### src/rtl/bus_mux_pipe.sv
// bus_mux_pipe: registered N:1 channel mux behind a valid/ready handshake.
// Selects one K-bit channel with a one-hot (SEL_MODE=0) or binary (SEL_MODE=1)
// select. Illegal selects return zero data and are flagged per beat. A sticky
// flag and a saturating counter record them until err_clr.
module bus_mux_pipe #(
  parameter int unsigned K        = 16,
  parameter int unsigned N        = 8,
  parameter int unsigned SEL_MODE = 0,
  localparam int unsigned SW      = (SEL_MODE == 0) ? N : $clog2(N)
) (
  input  logic           clk,
  input  logic           reset,
  input  logic [N*K-1:0] in_bus,
  input  logic [SW-1:0]  sel,
  input  logic           in_valid,
  output logic           in_ready,
  output logic [K-1:0]   out_data,
  output logic           out_err,
  output logic           out_valid,
  input  logic           out_ready,
  input  logic           err_clr,
  output logic           err_sticky,
  output logic [7:0]     err_cnt
);

  localparam int unsigned CNT_W = 8;

  logic [K-1:0] mux_data_c;
  logic         mux_legal_c;
  logic         accept_c;

  // Output register is free when empty or being drained this cycle.
  assign in_ready = !out_valid || out_ready;
  assign accept_c = in_valid && in_ready;

  generate
    if (SEL_MODE == 0) begin : g_onehot
      // One-hot select: exactly one bit set is legal; anything else yields zero.
      always_comb begin
        mux_data_c  = '0;
        mux_legal_c = $onehot(sel);
        for (int i = 0; i < int'(N); i++) begin
          if (sel[i]) begin
            mux_data_c = mux_data_c | in_bus[i*K +: K];
          end
        end
        if (!mux_legal_c) begin
          mux_data_c = '0;
        end
      end
    end else begin : g_binary
      // Binary select: only codes below N match a channel; others stay zero.
      always_comb begin
        mux_data_c  = '0;
        mux_legal_c = 1'b0;
        for (int i = 0; i < int'(N); i++) begin
          if (sel == SW'(i)) begin
            mux_data_c  = in_bus[i*K +: K];
            mux_legal_c = 1'b1;
          end
        end
      end
    end
  endgenerate

  // Output stage: load on accept, clear valid on drain, hold on stall.
  always_ff @(posedge clk) begin
    if (reset) begin
      out_data  <= '0;
      out_err   <= 1'b0;
      out_valid <= 1'b0;
    end else if (accept_c) begin
      out_data  <= mux_data_c;
      out_err   <= !mux_legal_c;
      out_valid <= 1'b1;
    end else if (out_ready) begin
      out_valid <= 1'b0;
    end
  end

  // Error bookkeeping: an accepted illegal beat takes priority over err_clr.
  always_ff @(posedge clk) begin
    if (reset) begin
      err_sticky <= 1'b0;
      err_cnt    <= '0;
    end else if (accept_c && !mux_legal_c) begin
      err_sticky <= 1'b1;
      if (err_clr) begin
        err_cnt <= CNT_W'(1);
      end else if (err_cnt != {CNT_W{1'b1}}) begin
        err_cnt <= err_cnt + CNT_W'(1);
      end
    end else if (err_clr) begin
      err_sticky <= 1'b0;
      err_cnt    <= '0;
    end
  end

endmodule
### config.mk
export PLATFORM = sky130hd
export DESIGN_NAME = bus_mux_pipe
export DESIGN_NICKNAME = d
export VERILOG_FILES = /design/src/rtl/bus_mux_pipe.sv
export SDC_FILE = /design/constraint.sdc
export NUM_CORES = 1
export LEC_CHECK = 0
export ABC_AREA = 1
export BUFFER_PORTS_ARGS = -buffer_cell sky130_fd_sc_hd__buf_2
export CORE_ASPECT_RATIO = 1.5
export CORE_MARGIN = 2
export CORE_UTILIZATION = 44
export DETAILED_ROUTE_END_ITERATION = 8
export PLACE_DENSITY = 0.83
export SYNTH_ARGS = -nofsm -noshare
export SYNTH_HDL_FRONTEND = slang
export SYNTH_SLANG_ARGS = --single-unit
### constraint.sdc
create_clock -name clk -period 11.1 [get_ports clk]
set_clock_uncertainty 0.15 [all_clocks]
set_input_delay 0.555 -clock clk [delete_from_list [all_inputs] [get_ports clk]]
set_output_delay 0.555 -clock clk [all_outputs]
set_load 0.05 [all_outputs]
==> PnR_summary.wiki <==
{| class="wikitable"
! Metric !! Value
|-
| Hold-critical path endpoint || err_sticky
|-
| Latest clock arrival within the worst-skew pair || roughly 0.28 ns
|-
| Starting DRT DRC Count || between 150 and 200
|-
| Switching Fraction || 0.421
|-
| Number of nets in the layout || 646
|-
| Num CTS Buffers || 3
|-
| Worst-path clk slew || 0.10 ns
|-
| Sequential element share of the synthesized area || 0.235
|-
| Floorplan Core Area || 5080 um^2
|-
| Quantity of gates resized following cts || 0
|-
| Largest vdd supply drop || 0.0530 mV
|-
| Minimum hold slack || 0.325 ns
|-
| RSZ-0062 raised after global routing || no
|-
| Area added between synthesis and finish || 35.9%
|-
| Headroom to the max-slew limit || 0.661
|-
| Die width || 63.0 um
|-
| Period utilization || 0.364
|-
| Boundary Pins || around 170
|-
| Yosys Warn Count || 0
|-
| Maximum clock rate || ~250 MHz
|-
| Global routing usage summed across all routing layers || 0.255
|-
| Mapped Cells || between 300 and 400
|-
| Drt total wl || 7840 um
|-
| Number of fillers in the final layout || 483
|-
| Data arrival time at the worst-slack endpoint || 4.10 ns
|-
| Final design instance area without fill || approximately 3100 um^2
|-
| Number of placement rows || 32
|-
| Crit. End Element || register
|-
| Number of endpoints with negative hold slack in the final report || 0
|-
| Reg-to-reg critical path endpoint || err_cnt[7]
|-
| Portion of total power attributed to combinational logic || 0.473
|-
| Setup slack of the critical path after layout || around 7 ns
|-
| Number of antenna repair diodes || 0
|-
| Final Wtd Congestion || 0.897
|-
| # Max-Cap Violations || 0
|-
| GR Overflow Total || 0
|-
| Root Driver || sky130_fd_sc_hd__clkbuf_8
|-
| Count of buffers added by post-CTS timing repair for setup || 0
|-
| H-Tree Depth || 1
|-
| Port-buffer cells || 168
|-
| Number of setup violations in the final report || 0
|-
| Most used cells in the layout excluding fill and tap cells || 168 x sky130_fd_sc_hd__buf_2, 134 x sky130_fd_sc_hd__nand2_1, 33 x sky130_fd_sc_hd__nor2_1
|-
| Die area || 5840 um^2
|-
| Worst Path Max Fanout || 17
|-
| Critical path class || primary input to register
|-
| Residual DRC count || 0
|-
| Avg Cell Area, Syn || between 6 and 7 um^2
|-
| Required time at the worst-slack endpoint || 11.15 ns
|-
| R2r setup slk || 9.52 ns
|-
| Detail-routed net length per standard cell || 13.9 um
|-
| Final ANT Viol Nets || 0
|-
| Share of post-route cells with drive strength above 1 || 0.409
|-
| Post-Syn Area || 2300 um^2
|-
| Power per Cell Area || 102 nW/um^2
|-
| Most common cell after layout, fill and taps aside || sky130_fd_sc_hd__buf_2
|-
| Vias || 2938
|-
| Deepest clock path buffer count || 2
|-
| Post-synthesis net count || 494
|-
| Startpoint of the worst-slack reg-to-reg timing path || err_cnt[0]
|-
| Fraction of power consumed by sequential logic || 0.350
|-
| Outcome || finished, final reports clean
|-
| NetSw || 0.000135 W
|-
| Clock group share of total power || 0.177
|-
| Worst Max-Slew Pin Slew || 0.507 ns
|-
| Wire length of the first global-routing pass || between 10000 and 15000 um
|-
| Maximum number of pins on one net before global-route repair || 22
|-
| Vert. Die Dim || approximately 90 um
|-
| Startpoint of the lowest-slack hold path || err_sticky
|-
| Clock period minus final worst setup slack || 4.04 ns
|-
| CTS sink cnt || 27
|-
| Sum Neg Setup Slack || 0 ns
|-
| Length of the first detailed-routing pass in iterations || 4
|-
| Total placed instance area || 3080 um^2
|-
| Internal Dissipation || 0.000185 W
|-
| Worst r2r path cells || 9
|-
| Final HPWL DP || 6370 um
|-
| Hold-fix buffers at CTS || 0
|-
| Classification of the worst-slack hold path || register to register
|-
| CP startpoint kind || primary input
|-
| Vias in the first global route || 2806
|-
| Detailed-route vias per instance || 5.21
|-
| Final number of max-transition violations || 0
|-
| Initial antenna violation count || 0
|-
| TritonCTS clock tree || yes
|-
| Setup slack after placement || 6.81 ns
|-
| Yosys cell types || 33
|-
| Synth Register Bits || 27
|-
| Worst hold path cell count || 2
|-
| Initial Utilization || 0.453
|-
| Leakage || 1.69 nW
|}
[critical path, stage by stage]
cell	delay, ns
sky130_fd_sc_hd__buf_2	0.28
sky130_fd_sc_hd__inv_1	0.11
sky130_fd_sc_hd__fa_1	0.56
sky130_fd_sc_hd__fa_1	0.43
sky130_fd_sc_hd__fa_1	0.43
sky130_fd_sc_hd__inv_1	0.07
sky130_fd_sc_hd__ha_1	0.16
sky130_fd_sc_hd__inv_1	0.06
sky130_fd_sc_hd__fa_1	0.53
sky130_fd_sc_hd__nand2_1	0.06
sky130_fd_sc_hd__nor2_2	0.15
sky130_fd_sc_hd__nand2_2	0.13
sky130_fd_sc_hd__nand2_4	0.20
sky130_fd_sc_hd__nand2_2	0.15
sky130_fd_sc_hd__a211oi_2	0.19
[flip-flops by register name (all words and copies together) (netlist names)]
signal	count
err_cnt	8
out_valid	1
out_err	1
err_sticky	1
out_data	16
[power by group through the flow]
| stage | clock network, W | logic (W) | registers (W) |
|---|---|---|---|
| 3_5_place_dp | 0 | 0.000150 | 0.000114 |
| 2_1_floorplan | 0 | 0.0000766 | 0.000145 |
| 3_3_place_gp | 0 | 0.000147 | 0.000114 |
| 4_1_cts | 0.0000577 | 0.000152 | 0.000112 |
| 5_1_grt | 0.0000621 | 0.000166 | 0.000113 |
| 6_report | 0.0000567 | 0.000152 | 0.000112 |
[metal layers]
metal	vias to the layer above	track usage	share of wire
met5	-	0	0
met4	0	0.111	0.031
met3	25	0.0231	0.069
met2	158	0.475	0.52
met1	1311	0.292	0.38
li1	1444	-	-
[synthesized netlist by cell type]
library cell / n / area [um^2]
sky130_fd_sc_hd__o22ai_1: 1 / 6.26
sky130_fd_sc_hd__nor2_2: 4 / 25.0
sky130_fd_sc_hd__nand3_1: 4 / 20.0
sky130_fd_sc_hd__nand2_8: 1 / 20.0
sky130_fd_sc_hd__o211ai_1: 2 / 15.0
sky130_fd_sc_hd__nand2_2: 6 / 37.5
sky130_fd_sc_hd__nor3_2: 1 / 10.0
sky130_fd_sc_hd__nand4_1: 13 / 81.3
sky130_fd_sc_hd__ha_1: 4 / 50.1
sky130_fd_sc_hd__inv_2: 2 / 7.51
sky130_fd_sc_hd__clkbuf_8: 1 / 13.8
sky130_fd_sc_hd__nand2_4: 3 / 33.8
sky130_fd_sc_hd__o211ai_2: 8 / 100
sky130_fd_sc_hd__nand3_4: 1 / 17.5
sky130_fd_sc_hd__dfxtp_1: 27 / 541
sky130_fd_sc_hd__o21ai_1: 3 / 15.0
sky130_fd_sc_hd__nand2_1: 134 / 503
sky130_fd_sc_hd__inv_1: 18 / 67.6
sky130_fd_sc_hd__a21boi_1: 1 / 7.51
sky130_fd_sc_hd__nor4_1: 10 / 62.6
sky130_fd_sc_hd__nor2_4: 1 / 11.3
sky130_fd_sc_hd__buf_2: 17 / 85.1
sky130_fd_sc_hd__buf_8: 2 / 30.0
sky130_fd_sc_hd__fa_1: 4 / 80.1
sky130_fd_sc_hd__or2_1: 1 / 6.26
sky130_fd_sc_hd__nor3_1: 5 / 25.0
sky130_fd_sc_hd__inv_8: 1 / 11.3
sky130_fd_sc_hd__a21oi_1: 10 / 50.1
sky130_fd_sc_hd__a211oi_2: 3 / 37.5
sky130_fd_sc_hd__a22o_1: 19 / 166
sky130_fd_sc_hd__buf_12: 1 / 20.0
sky130_fd_sc_hd__nor2_1: 33 / 124
sky130_fd_sc_hd__o21ai_0: 4 / 20.0
[area by class of cell]
cell class	count	area, um^2	area share
clock buffers	3	41.3	0.0132
clock inverters	1	7.51	0.00240
inverters	21	86.3	0.0276
multi-input cells	276	1530	0.488
flip-flops and latches	27	541	0.173
well taps	68	85.1	0.0272
repair buffers	168	841	0.269
[how the worst max path moves through the flow]
stage	start	to	slack, ns	cells after the start
after global placement	sel[0]	out_data[6]	6.94	15
after CTS	sel[0]	out_data[8]	7.07	15
final	sel[0]	out_data[8]	7.06	15
after detailed placement	sel[0]	out_data[6]	6.81	15
after global routing	sel[0]	out_data[4]	6.87	15
after floorplan	sel[0]	out_data[11]	7.10	17
[kinds of logic (layout without fill, tap and decap cells)]
group	Yosys count	in the layout	synth area share
adder cells (fa/ha/maj)	8	8	0.0566
AND/OR/NAND/NOR	217	217	0.425
AO/OA/AOI/OAI	51	51	0.182
flip-flops	27	27	0.235
buffers and inverters	42	193	0.102
[through the flow]
stage | std cells | total power [W] | utilization
floorplan | 345 | 0.000221 | -
global placement | 560 | 0.000261 | 0.605
detailed placement | 560 | 0.000265 | 0.605
CTS | 564 | 0.000321 | 0.615
global route | 564 | 0.000341 | 0.615
finish | 564 | 0.000320 | 0.615
(Power assumes the default switching activity.)
